### config.mk
export PLATFORM = sky130hd
export DESIGN_NAME = video_mode_pattern_gen
export DESIGN_NICKNAME = d
export VERILOG_FILES = /design/src/rtl/video_mode_pattern_gen.sv
export SDC_FILE = /design/constraint.sdc
export NUM_CORES = 1
export LEC_CHECK = 0
export ABC_AREA = 1
export ABC_CLOCK_PERIOD_IN_PS = 12800
export CAP_MARGIN = 20
export CORE_UTILIZATION = 45
export CTS_BUF_LIST = sky130_fd_sc_hd__clkbuf_8
export DETAILED_ROUTE_END_ITERATION = 7
export HOLD_SLACK_MARGIN = 0.08
export RECOVER_POWER = 25
export SLEW_MARGIN = 5
export SYNTH_ARGS = -nofsm -noshare
export SYNTH_HDL_FRONTEND = slang
export SYNTH_SLANG_ARGS = --single-unit
### constraint.sdc
create_clock -name clk_in -period 12.8 [get_ports clk_in]
set_input_delay 1.28 -clock clk_in [delete_from_list [all_inputs] [get_ports clk_in]]
set_output_delay 1.28 -clock clk_in [all_outputs]
set_load 0.02 [all_outputs]
### src/rtl/video_mode_pattern_gen.sv
// Video timing and test-pattern source.
// Timing and pattern are runtime-configurable through a valid/ready shadow slot.
// A new configuration goes live only at the end of a frame, so no frame is ever torn.
// Outputs trail the h/v counters by two register stages.
module video_mode_pattern_gen #(
  parameter int unsigned         X_BITS    = 12,
  parameter int unsigned         Y_BITS    = 12,
  parameter int unsigned         B         = 8,
  parameter int unsigned         FRAC_BITS = 12,
  parameter logic [4*X_BITS-1:0] DEF_H     = {12'd1650, 12'd110, 12'd40, 12'd220},
  parameter logic [4*Y_BITS-1:0] DEF_V     = {12'd750, 12'd5, 12'd5, 12'd20}
) (
  input  logic                   clk_in,
  input  logic                   reset,
  input  logic                   cfg_valid,
  output logic                   cfg_ready,
  input  logic [4*X_BITS-1:0]    cfg_h_timing,
  input  logic [4*Y_BITS-1:0]    cfg_v_timing,
  input  logic [2:0]             cfg_pattern,
  input  logic [3*B-1:0]         cfg_color,
  input  logic [FRAC_BITS+B-1:0] cfg_ramp_step,
  output logic                   cfg_err,
  output logic                   hs_n,
  output logic                   vs_n,
  output logic                   de,
  output logic [3*B-1:0]         rgb,
  output logic [X_BITS-1:0]      x_out,
  output logic [Y_BITS-1:0]      y_out,
  output logic                   frame_start
);

  localparam int unsigned RW = FRAC_BITS + B;
  localparam int unsigned CW = 3 * B;
  localparam int unsigned XS = X_BITS + 2;
  localparam int unsigned YS = Y_BITS + 2;

  // Live and shadow configuration.
  logic [4*X_BITS-1:0] h_live_q, sh_h_q;
  logic [4*Y_BITS-1:0] v_live_q, sh_v_q;
  logic [2:0]          pat_q, sh_pat_q;
  logic [CW-1:0]       color_q, sh_color_q;
  logic [RW-1:0]       step_q, sh_step_q;
  logic                pending_q, pending_d;
  logic                ready_q, ready_d;
  logic                err_q, err_d;
  logic                capture, apply, cfg_ok;

  // Counters.
  logic [X_BITS-1:0] h_cnt_q;
  logic [Y_BITS-1:0] v_cnt_q;
  logic              h_last, v_last;

  // Stage 1.
  logic              de1_q, hs1_q, vs1_q, fs1_q, edge1_q;
  logic [X_BITS-1:0] x1_q;
  logic [Y_BITS-1:0] y1_q;
  logic [RW-1:0]     acc_q;

  // Stage 2.
  logic              de_q, hs_n_q, vs_n_q, fs_q;
  logic [X_BITS-1:0] x_q;
  logic [Y_BITS-1:0] y_q;
  logic [CW-1:0]     rgb_q, rgb_d;

  // Derived timing, computed from the live fields.
  logic [X_BITS-1:0] h_tot, h_fp, h_sync, h_bp, h_act, hs_beg, hs_end;
  logic [Y_BITS-1:0] v_tot, v_fp, v_sync, v_bp, v_act, vs_beg, vs_end;
  assign h_tot  = h_live_q[4*X_BITS-1 -: X_BITS];
  assign h_fp   = h_live_q[3*X_BITS-1 -: X_BITS];
  assign h_sync = h_live_q[2*X_BITS-1 -: X_BITS];
  assign h_bp   = h_live_q[X_BITS-1:0];
  assign h_act  = h_tot - (h_fp + h_sync + h_bp);
  assign hs_beg = h_act + h_fp;
  assign hs_end = hs_beg + h_sync;
  assign v_tot  = v_live_q[4*Y_BITS-1 -: Y_BITS];
  assign v_fp   = v_live_q[3*Y_BITS-1 -: Y_BITS];
  assign v_sync = v_live_q[2*Y_BITS-1 -: Y_BITS];
  assign v_bp   = v_live_q[Y_BITS-1:0];
  assign v_act  = v_tot - (v_fp + v_sync + v_bp);
  assign vs_beg = v_act + v_fp;
  assign vs_end = vs_beg + v_sync;

  // Offered timing must leave a non-empty active region and a non-zero sync on both axes.
  logic [XS-1:0] cfg_h_sum;
  logic [YS-1:0] cfg_v_sum;
  assign cfg_h_sum = XS'(cfg_h_timing[3*X_BITS-1 -: X_BITS]) +
                     XS'(cfg_h_timing[2*X_BITS-1 -: X_BITS]) + XS'(cfg_h_timing[X_BITS-1:0]);
  assign cfg_v_sum = YS'(cfg_v_timing[3*Y_BITS-1 -: Y_BITS]) +
                     YS'(cfg_v_timing[2*Y_BITS-1 -: Y_BITS]) + YS'(cfg_v_timing[Y_BITS-1:0]);
  assign cfg_ok = (XS'(cfg_h_timing[4*X_BITS-1 -: X_BITS]) > cfg_h_sum) &&
                  (cfg_h_timing[2*X_BITS-1 -: X_BITS] != '0) &&
                  (YS'(cfg_v_timing[4*Y_BITS-1 -: Y_BITS]) > cfg_v_sum) &&
                  (cfg_v_timing[2*Y_BITS-1 -: Y_BITS] != '0);

  assign h_last = (h_cnt_q == h_tot - X_BITS'(1));
  assign v_last = (v_cnt_q == v_tot - Y_BITS'(1));
  assign apply  = pending_q && h_last && v_last;

  // Handshake control: capture a valid offer, flag a bad one, release the slot at apply.
  always_comb begin
    pending_d = pending_q;
    ready_d   = ready_q;
    err_d     = err_q;
    capture   = 1'b0;
    if (apply) begin
      pending_d = 1'b0;
      ready_d   = 1'b1;
    end
    if (cfg_valid && ready_q) begin
      if (cfg_ok) begin
        capture   = 1'b1;
        pending_d = 1'b1;
        ready_d   = 1'b0;
        err_d     = 1'b0;
      end else begin
        err_d = 1'b1;
      end
    end
  end

  // Configuration registers: shadow capture and frame-end copy to live.
  always_ff @(posedge clk_in) begin
    if (reset) begin
      h_live_q   <= DEF_H;
      v_live_q   <= DEF_V;
      pat_q      <= 3'd5;
      color_q    <= '0;
      step_q     <= '0;
      sh_h_q     <= '0;
      sh_v_q     <= '0;
      sh_pat_q   <= '0;
      sh_color_q <= '0;
      sh_step_q  <= '0;
      pending_q  <= 1'b0;
      ready_q    <= 1'b1;
      err_q      <= 1'b0;
    end else begin
      pending_q <= pending_d;
      ready_q   <= ready_d;
      err_q     <= err_d;
      if (capture) begin
        sh_h_q     <= cfg_h_timing;
        sh_v_q     <= cfg_v_timing;
        sh_pat_q   <= cfg_pattern;
        sh_color_q <= cfg_color;
        sh_step_q  <= cfg_ramp_step;
      end
      if (apply) begin
        h_live_q <= sh_h_q;
        v_live_q <= sh_v_q;
        pat_q    <= sh_pat_q;
        color_q  <= sh_color_q;
        step_q   <= sh_step_q;
      end
    end
  end

  // Raster counters; both wrap together at frame end, where new timing takes over.
  always_ff @(posedge clk_in) begin
    if (reset) begin
      h_cnt_q <= '0;
      v_cnt_q <= '0;
    end else if (h_last) begin
      h_cnt_q <= '0;
      v_cnt_q <= v_last ? '0 : v_cnt_q + Y_BITS'(1);
    end else begin
      h_cnt_q <= h_cnt_q + X_BITS'(1);
    end
  end

  // Stage 1: decode sync/de/border, latch coordinates, advance the ramp accumulator.
  always_ff @(posedge clk_in) begin
    if (reset) begin
      de1_q   <= 1'b0;
      hs1_q   <= 1'b0;
      vs1_q   <= 1'b0;
      fs1_q   <= 1'b0;
      edge1_q <= 1'b0;
      x1_q    <= '0;
      y1_q    <= '0;
      acc_q   <= '0;
    end else begin
      de1_q   <= (h_cnt_q < h_act) && (v_cnt_q < v_act);
      hs1_q   <= (h_cnt_q >= hs_beg) && (h_cnt_q < hs_end);
      vs1_q   <= (v_cnt_q >= vs_beg) && (v_cnt_q < vs_end);
      fs1_q   <= (h_cnt_q == '0) && (v_cnt_q == '0);
      edge1_q <= (h_cnt_q == '0) || (h_cnt_q == h_act - X_BITS'(1)) ||
                 (v_cnt_q == '0) || (v_cnt_q == v_act - Y_BITS'(1));
      x1_q    <= h_cnt_q;
      y1_q    <= v_cnt_q;
      acc_q   <= (h_cnt_q == '0) ? '0 : acc_q + step_q;
    end
  end

  // Pattern colour for the stage-1 pixel; black outside the active area.
  always_comb begin
    rgb_d = '0;
    if (de1_q) begin
      case (pat_q)
        3'd0:    rgb_d = color_q;
        3'd1:    rgb_d = edge1_q ? '1 : '0;
        3'd2:    rgb_d = x1_q[0] ? '1 : '0;
        3'd3:    rgb_d = y1_q[0] ? '1 : '0;
        3'd4:    rgb_d = {3{acc_q[RW-1 -: B]}};
        3'd5:    rgb_d = {3{x1_q[B-1:0] ^ y1_q[B-1:0]}};
        default: rgb_d = '0;
      endcase
    end
  end

  // Stage 2: output registers.
  always_ff @(posedge clk_in) begin
    if (reset) begin
      de_q   <= 1'b0;
      hs_n_q <= 1'b1;
      vs_n_q <= 1'b1;
      fs_q   <= 1'b0;
      x_q    <= '0;
      y_q    <= '0;
      rgb_q  <= '0;
    end else begin
      de_q   <= de1_q;
      hs_n_q <= ~hs1_q;
      vs_n_q <= ~vs1_q;
      fs_q   <= fs1_q;
      x_q    <= x1_q;
      y_q    <= y1_q;
      rgb_q  <= rgb_d;
    end
  end

  assign cfg_ready   = ready_q;
  assign cfg_err     = err_q;
  assign hs_n        = hs_n_q;
  assign vs_n        = vs_n_q;
  assign de          = de_q;
  assign rgb         = rgb_q;
  assign x_out       = x_q;
  assign y_out       = y_q;
  assign frame_start = fs_q;

endmodule

==> flow_summary.yaml, run 1 <==
grt:
  grt_pass1_vias: 23500
  grt_max_degree: 98
  grtUsageTotal_pct: 24.1
  grt_pass1_wl_um: 122000
  antenna_found_initial: 1
  grt_overflow: 0
clock_tree:
  cts-root-buf: "clkbuf_8"
  cts_tree: "built"
  clkLatencyLatePin_ns: 0.65
  ctsResizeCount: 0
  clock-sinks: 414
  cts_buffers: 74
  cts.repair_timing.setup_buffer_count: 0
  cts_max_path_buffers: 3
  cts.hold.buffers_added: 0
  path_clk_slew_ns: 0.06
  h-tree-depth: 3
timing:
  hold_ws_ns: 0.373
  relSlewSlack_pct: -131
  setup_slack_ns: 4.53
  finalCritPeriodShare_pct: 64.6
  final.setup.tns_ns: 0
  setup_viol: 0
  rsz0062_at_grt: "no"
  min_period_ns: 8.27
  worstMarginPinSlew_ns: 3.47
  timing.fmax_mhz: 121
  finClkSkew_ns: 0.0407
  hold_violations: 0
  slew_viol_final: 207
placement:
  gp_congestion: 0.903
  dp_worst_setup_slack_ns: 5.42
  place.port_buffers: 199
  placed_area_mm2: 0.0301
  place.detailed.hpwl_um: 55600
  dp_cells: 4912
drt:
  via_per_inst: 4.90
  drtPass1Iterations: 5
  wirelength_um: 75000
  routed-via-count: 24700
  ant_nets: 0
  drtIter0Drc: 1541
  post-route-drc-count: 0
  wl_per_cell_um: 14.9
critical_path:
  slowest_delay_ns: 3.30
  worstSetupPathType: "primary input to flop"
  end_kind: "flop"
  worst_setup_path_start_kind: "primary input"
  path_max_fanout: 86
  cp_slowest_cell: "clkinvlp_2"
  cp.required_ns: 13.38
  critPathArrivalTime_ns: 8.85
  cp_cell_sequence: "clkbuf_1, clkinvlp_2, buf_4, buf_4, nand3_1, nand2_1, inv_1"
  cpMostUsedCell: "buf_4"
yosys:
  syn_inst: 4075
  synth_top_area_share_pct: 30.0
  synth_cell_type_count: 41
  ys_async_sr_fraction_pct: 0
  ys_ff_latch: 414
  synth_area_mm2: 0.0276
  synth_area_leaders: "dfxtp_1 30%, nand2_1 13%, inv_1 12%, ha_1 9.7%, nor2_1 5.8%"
  avgSynthCellArea_um2: 6.77
  syn_nets: 4511
  synthTopCellsByCount: "944 x nand2_1, 849 x inv_1, 424 x nor2_1, 414 x dfxtp_1, 247 x nand4_1"
  ys_seq_area_share_pct: 30.0
  synth.most_common_cell: "nand2_1"
  synth_top_cell_by_area: "dfxtp_1"
  ys.flop_type: "dfxtp_1"
  synth_edf_count: 0
  synth_warnings: 0
finish:
  nNetsFinal: 4643
  fin_util_pct: 52.4
  drive_above_1_share_pct: 3.52
  final_cell_area_mm2: 0.0317
  areaGrowthSynthToFinish_pct: 14.7
  stdcell_count: 5044
floorplanning:
  die_width_um: 250
  rows: 90
  core_area_mm2: 0.0605
  ios: 200
  initial_core_util_pct: 45.6
  die-area_mm2: 0.0623
  die_h_um: 250
outcome:
  status: "finished, violations left"
  violations: "max-capacitance violations, max-slew violations"
min_path:
  hold_path.class: "flop to flop"
power_and_ir_drop:
  total_power_mw: 3.27
  power_density_mw_per_mm2: 103
  p_leak_nw: 15.8
  ir_worst_vdd_uv: 113
flow_run:
  max-cap-violations: 3
==> cell type report <==
type,count,area [um2]
fillers,6127,28800
repair buffers,216,2110
inverters,855,3210
diodes,1,2.50
clock inverters,39,325
well taps,782,978
clock buffers,91,1250
flip-flops and latches,414,8290
multi-input cells,2646,15500
==> critical path, delay by kind of cell <==
family | cells | cell delay, ns
buffers and inverters | 5 | 7.06
and+or+nand+nor | 2 | 0.42
==> layer usage <==
metal | GRT usage, % | wire [um] | vias up
met5 | 0 | 0 | -
met4 | 7.05 | 1620 | 0
met3 | 3.34 | 3740 | 96
met2 | 37.1 | 32200 | 515
met1 | 34.8 | 37400 | 11100
li1 | - | - | 13000
==> placed cells by master, fill, tap and decap left out, drive strengths merged, types with 10 or more instances in the layout <==
cell type      instances
o21a                  10
nor4                  11
o21ai                 44
nor2                 424
o211ai                56
nand3                153
clkinv                14
fa                    75
ha                   215
nand2                944
or2                   12
dlygate4sd3           21
xnor2                 40
a21oi                227
dfxtp                414
nand3b                11
clkbuf                95
nand4                247
clkdlybuf4s50        177
nor3                  36
o21bai                15
inv                  872
xor2                  83
buf                   14
==> cells by family (layout without fill, tap and decap cells) <==
group | Yosys count | count (layout) | share of synthesized area [%]
AND/OR/NAND/NOR | 1842 | 1842 | 28.6
buffers and inverters | 1015 | 1201 | 14.0
flip-flops | 414 | 414 | 30.0
AO/OA/AOI/OAI | 389 | 389 | 8.12
adder cells (fa/ha/maj) | 290 | 290 | 15.2
XOR/XNOR | 125 | 125 | 4.07
other | 0 | 1 | 0
==> power breakdown <==
part	switching, mW	leakage [nW]	internal [mW]	total [mW]
Sequential	0.0234	3.34	1.33	1.36
Combinational	0.417	11.6	0.197	0.615
Clock	0.574	0.872	0.730	1.30
==> worst paths after layout <==
kind	end	startpoint	slack, ns	cells after the start
worst min-delay path	vs_n	vs1_q	0.37	1
worst max register to register	vs1_q	v_live_q[14]	6.15	37
worst min register to register	vs_n	vs1_q	0.37	1
worst max-delay path	cfg_ready	reset	4.53	7
==> sequential cells by signal, summed over array words and instances, names as in the netlist, 12 cells and up <==
signal / cells
x_out: 12
sh_step_q: 20
acc_q: 20
h_live_q: 48
v_cnt_q: 12
y1_q: 12
v_live_q: 48
rgb: 24
sh_h_q: 48
color_q: 24
x1_q: 12
sh_v_q: 48
step_q: 20
h_cnt_q: 12
y_out: 12
sh_color_q: 24
Power figures use the tool's default switching activity.
==> run 2, diff against run 1 <==
--- a/config.mk
+++ b/config.mk
@@ -6,12 +6,13 @@
 export NUM_CORES = 1
 export LEC_CHECK = 0
 export ABC_AREA = 1
-export ABC_CLOCK_PERIOD_IN_PS = 12800
+export ABC_CLOCK_PERIOD_IN_PS = 6620
 export CAP_MARGIN = 20
 export CORE_UTILIZATION = 45
 export CTS_BUF_LIST = sky130_fd_sc_hd__clkbuf_8
 export DETAILED_ROUTE_END_ITERATION = 7
 export HOLD_SLACK_MARGIN = 0.08
+export PLACE_DENSITY = 0.66
 export RECOVER_POWER = 25
 export SLEW_MARGIN = 5
 export SYNTH_ARGS = -nofsm -noshare
==> constraint.sdc (replaced) <==
create_clock -name clk_in -period 6.62 [get_ports clk_in]
set_input_delay 0.662 -clock clk_in [delete_from_list [all_inputs] [get_ports clk_in]]
set_output_delay 0.662 -clock clk_in [all_outputs]
set_load 0.02 [all_outputs]
==> flow_summary.yaml, run 2 (synthesis results as in run 1) <==
timing:
  timing.fmax_mhz: 166
  final.setup.tns_ns: 0
  hold_ws_ns: 0.412
  finClkSkew_ns: 0.0372
  finalCritPeriodShare_pct: 91.0
  setup_viol: 0
  worstMarginPinSlew_ns: 3.14
  relSlewSlack_pct: -109
  rsz0062_at_grt: "no"
  slew_viol_final: 229
  hold_violations: 0
  min_period_ns: 6.03
clock_tree:
  path_clk_slew_ns: 0.06
  cts_buffers: 72
  cts_max_path_buffers: 3
  clock-sinks: 414
  cts-root-buf: "clkbuf_8"
  cts_tree: "built"
  cts.repair_timing.setup_buffer_count: 0
  h-tree-depth: 3
  clkLatencyLatePin_ns: 0.65
floorplanning:
  core_area_mm2: 0.0605
  die_h_um: 250
  ios: 200
  rows: 90
  die_width_um: 250
  die-area_mm2: 0.0623
  initial_core_util_pct: 45.6
outcome:
  status: "finished, violations left"
  violations: "max-capacitance violations, max-slew violations"
grt:
  grt_max_degree: 153
  grt_pass1_wl_um: 122000
  grt_pass1_vias: 23400
  grtUsageTotal_pct: 24.0
  grt_overflow: 0
  antenna_found_initial: 1
critical_path:
  critPathArrivalTime_ns: 6.53
  cp_slowest_cell: "fa_1"
  cp.required_ns: 7.12
  timing.rr.start: "v_live_q[14]"
  worstSetupPathType: "flop to flop"
  slowest_delay_ns: 0.50
  worst_setup_path_start_kind: "flop"
  path_max_fanout: 6
  ff2ff_path_depth: 37
  cpMostUsedCell: "nand2_1"
  end_kind: "flop"
  regToRegSetupSlack_ns: 0.59
  r2r_end: "vs1_q"
drt:
  ant_nets: 0
  wirelength_um: 75100
  routed-via-count: 24800
  drtPass1Iterations: 5
  drtIter0Drc: 1610
  via_per_inst: 4.92
  wl_per_cell_um: 14.9
  post-route-drc-count: 0
finish:
  drive_above_1_share_pct: 3.43
  final_cell_mix: "942 x nand2_1, 871 x inv_1, 422 x nor2_1"
  nNetsFinal: 4642
  final_common_cell: "nand2_1"
  areaGrowthSynthToFinish_pct: 14.8
placement:
  gp_congestion: 0.914
  place.detailed.hpwl_um: 55500
  place.port_buffers: 199
min_path:
  holdPathStages: 2
  hold_path.startpoint: "y1_q[10]"
  hold_end: "y_out[10]"
  hold_path.class: "flop to flop"
power_and_ir_drop:
  power_density_mw_per_mm2: 199
  p_leak_nw: 15.9
  total_power_mw: 6.29
  ir_worst_vdd_uv: 196
flow_run:
  max-cap-violations: 3
run 2: cell count changes in the layout (fill, tap and decap cells not counted), moves of 2 or more:
cell / before / now
inv_1: 867 / 871
dlygate4sd3_1: 21 / 53
buf_12: 0 / 2
clkbuf_8: 91 / 89
clkdlybuf4s50_1: 177 / 145
clkinv_2: 8 / 3
run 2: repair_timing:
action	CTS	global route
gates resized for setup	0	4
hold buffers	0	0
endpoints found under the setup margin	0	1
run 2: cell type report:
cell class | instances | area [um2]
well taps | 782 | 978
clock inverters | 37 | 309
clock buffers | 89 | 1220
repair buffers | 217 | 2140
diodes | 2 | 5.00
flip-flops and latches | 414 | 8290
fillers | 6021 | 28800
inverters | 855 | 3210
multi-input cells | 2646 | 15500
run 2: worst max-delay path by stage:
stage / startpoint / endpoint / slack [ns] / cells after the start
5_1_grt: v_live_q[14] / vs1_q / 0.01 / 37
3_5_place_dp: v_live_q[14] / vs1_q / 0.40 / 37
4_1_cts: v_live_q[14] / vs1_q / 0.40 / 37
6_report: v_live_q[14] / vs1_q / 0.59 / 37
3_3_place_gp: v_live_q[2] / vs1_q / 0.46 / 37
2_1_floorplan: v_live_q[2] / vs1_q / 0.96 / 37
run 2: power by group:
group          total, mW  switching [mW]  internal, mW
combinational       1.20           0.804         0.391
clock               2.48            1.10          1.38
sequential          2.62          0.0454          2.57
run 2: through the flow:
stage,utilization (%),std cells,area (um2),setup WS (ns)
5_1_grt,52.4,5042,31700,0.0125
2_1_floorplan,-,4075,27600,0.965
3_3_place_gp,49.8,4914,30100,0.460
4_1_cts,52.4,5040,31700,0.399
6_report,52.4,5042,31700,0.595
3_5_place_dp,49.8,4914,30100,0.396
run 2: per-layer routing:
metal  track usage [%]  share of wire (%)  vias to the layer above  wire [um]
li1                  -                  -                    13000          -
met5                 0                  0                        -          0
met1              34.2                 48                    11000      36300
met2              38.3                 45                      681      33500
met4              6.16                1.8                        0       1380
met3              2.87                5.2                       87       3910
run 2: critical path, delay by kind of cell (launching register included):
family | cells | cell delay [ns]
DFF | 1 | 0.35
xor gates and xnor gates | 2 | 0.56
and+or+nand+nor | 18 | 1.66
AOI/OAI and AO/OA | 5 | 0.71
adders and majority gates | 6 | 2.25
buffers and inverters | 6 | 0.38
==> run 3, diff against run 2 <==
--- a/config.mk
+++ b/config.mk
@@ -6,7 +6,7 @@
 export NUM_CORES = 1
 export LEC_CHECK = 0
 export ABC_AREA = 1
-export ABC_CLOCK_PERIOD_IN_PS = 6620
+export ABC_CLOCK_PERIOD_IN_PS = 5250
 export CAP_MARGIN = 20
 export CORE_UTILIZATION = 45
 export CTS_BUF_LIST = sky130_fd_sc_hd__clkbuf_8
==> constraint.sdc (replaced) <==
create_clock -name clk_in -period 5.25 [get_ports clk_in]
set_input_delay 0.525 -clock clk_in [delete_from_list [all_inputs] [get_ports clk_in]]
set_output_delay 0.525 -clock clk_in [all_outputs]
set_load 0.02 [all_outputs]
==> flow_summary.yaml, run 3 (synthesis results as in run 1) <==
critical_path:
  worstSetupPathType: "flop to flop"
  critPathArrivalTime_ns: 6.09
  cp_slowest_cell: "fa_1"
  slowest_delay_ns: 0.54
  worst_setup_path_start_kind: "flop"
  cp.required_ns: 5.83
  end_kind: "flop"
  path_max_fanout: 3
  cpMostUsedCell: "buf_4"
  ff2ff_path_depth: 42
finish:
  fin_util_pct: 56.6
  final_cell_mix: "907 x nand2_1, 850 x inv_1, 419 x nor2_1"
  multi_input_area_mm2: 0.0162
  regArea_mm2: 0.00830
  drive_above_1_share_pct: 11.5
  fillCellCount: 5769
  areaGrowthSynthToFinish_pct: 24.0
  nNetsFinal: 4877
  final_common_cell: "nand2_1"
clock_tree:
  clkLatencyLatePin_ns: 0.65
  path_clk_slew_ns: 0.06
  cts_tree: "built"
  cts_max_path_buffers: 3
  h-tree-depth: 3
  cts.hold.buffers_added: 0
  cts-root-buf: "clkbuf_8"
  cts_buffers: 73
  clock-sinks: 414
grt:
  grt_overflow: 0
  grt_pass1_vias: 24200
  grt_pass1_wl_um: 125000
  grt_max_degree: 129
  antenna_found_initial: 1
  grtUsageTotal_pct: 24.9
floorplanning:
  die-area_mm2: 0.0623
  core_area_mm2: 0.0605
  die_width_um: 250
  rows: 90
  ios: 200
  die_h_um: 250
  initial_core_util_pct: 45.6
drt:
  via_per_inst: 4.90
  routed-via-count: 25800
  drtPass1Iterations: 6
  wl_per_cell_um: 14.8
  wirelength_um: 78100
  ant_nets: 0
  drtIter0Drc: 1580
  post-route-drc-count: 0
timing:
  min_period_ns: 5.51
  slew_viol_final: 227
  setup_viol: 2
  hold_violations: 0
  finClkSkew_ns: 0.0539
  worstMarginPinSlew_ns: 3.21
  relSlewSlack_pct: -114
  setup_slack_ns: -0.258
  finalCritPeriodShare_pct: 105
  rsz0062_at_grt: "yes"
  timing.fmax_mhz: 182
outcome:
  status: "finished, violations left"
  violations: "max-capacitance violations, max-slew violations, negative setup slack"
power_and_ir_drop:
  ir_worst_vdd_uv: 215
  p_leak_nw: 17.1
  power_density_mw_per_mm2: 233
placement:
  dp_worst_setup_slack_ns: -0.373
  place.detailed.hpwl_um: 57500
  gp_congestion: 0.932
  place.port_buffers: 199
flow_run:
  max-cap-violations: 2
min_path:
  hold_path.class: "primary input to flop"
  holdPathStages: 2
run 3: changes by cell type in the layout (fill, tap and decap cells not counted), sizes merged:
cell and change:
buf +236, bufinv -2, diode -1, dlygate4sd3 +1
clkinv +4, clkinvlp -3, inv -3, clkbuf +4
clkdlybuf4s50 -1
run 3: timing repair:
item	4_1_cts	5_1_grt
setup buffers	43	14
pin swaps	34	71
gates resized for setup	34	116
setup endpoints to repair	2	4
endpoints found under the hold margin	0	0
run 3: critical path, delay by kind of cell (launching register included):
family        cells  cell delay, ns
flops             1            0.33
buf+inv          24            2.61
fa+ha+maj         3            1.35
simple gates     15            1.16
run 3: per-layer routing:
metal | track usage [%] | vias up | routed length, um
met1 | 35.3 | 11600 | 37900
met2 | 38.3 | 642 | 33700
met4 | 8.34 | 0 | 2100
met3 | 3.87 | 134 | 4420
li1 | - | 13500 | -
met5 | 0 | - | 0
run 3: path summary, 6_finish.rpt:
kind                                   start        end  slack (ns)
worst max-delay path            v_live_q[26]    edge1_q       -0.26
worst min-delay path                   reset  x_out[11]        0.31
worst max register to register  v_live_q[26]    edge1_q       -0.26
worst min register to register      x1_q[10]  x_out[10]        0.40
run 3: metrics by stage:
stage	setup TNS, ns	cells	instance area (um2)	power (mW)	hold slack (ns)
after global placement	-0.394	5092	31600	4.92	0.396
after floorplan	-0.0298	4075	27700	4.38	0.352
after detailed placement	-0.656	5092	31600	4.94	0.395
after CTS	-0.465	5263	33600	8.06	0.263
final	-0.444	5277	34200	7.97	0.312
after global routing	-1.13	5277	34200	8.41	0.285
run 3: final cells by class:
cell class              count  share of cell area (%)
inverters                 855                    9.38
diodes                      1                 0.00731
multi-input cells        2646                    47.3
well taps                 782                    2.86
repair buffers            451                    11.8
clock buffers              95                    3.82
flip-flops and latches    414                    24.2
clock inverters            33                   0.640
run 3: power breakdown:
group          leakage [nW]  internal [mW]  switching [mW]
clock                 0.858           1.73            1.37
sequential             3.34           3.25          0.0526
combinational          12.9          0.556            1.03
total                  17.1           5.53            2.45
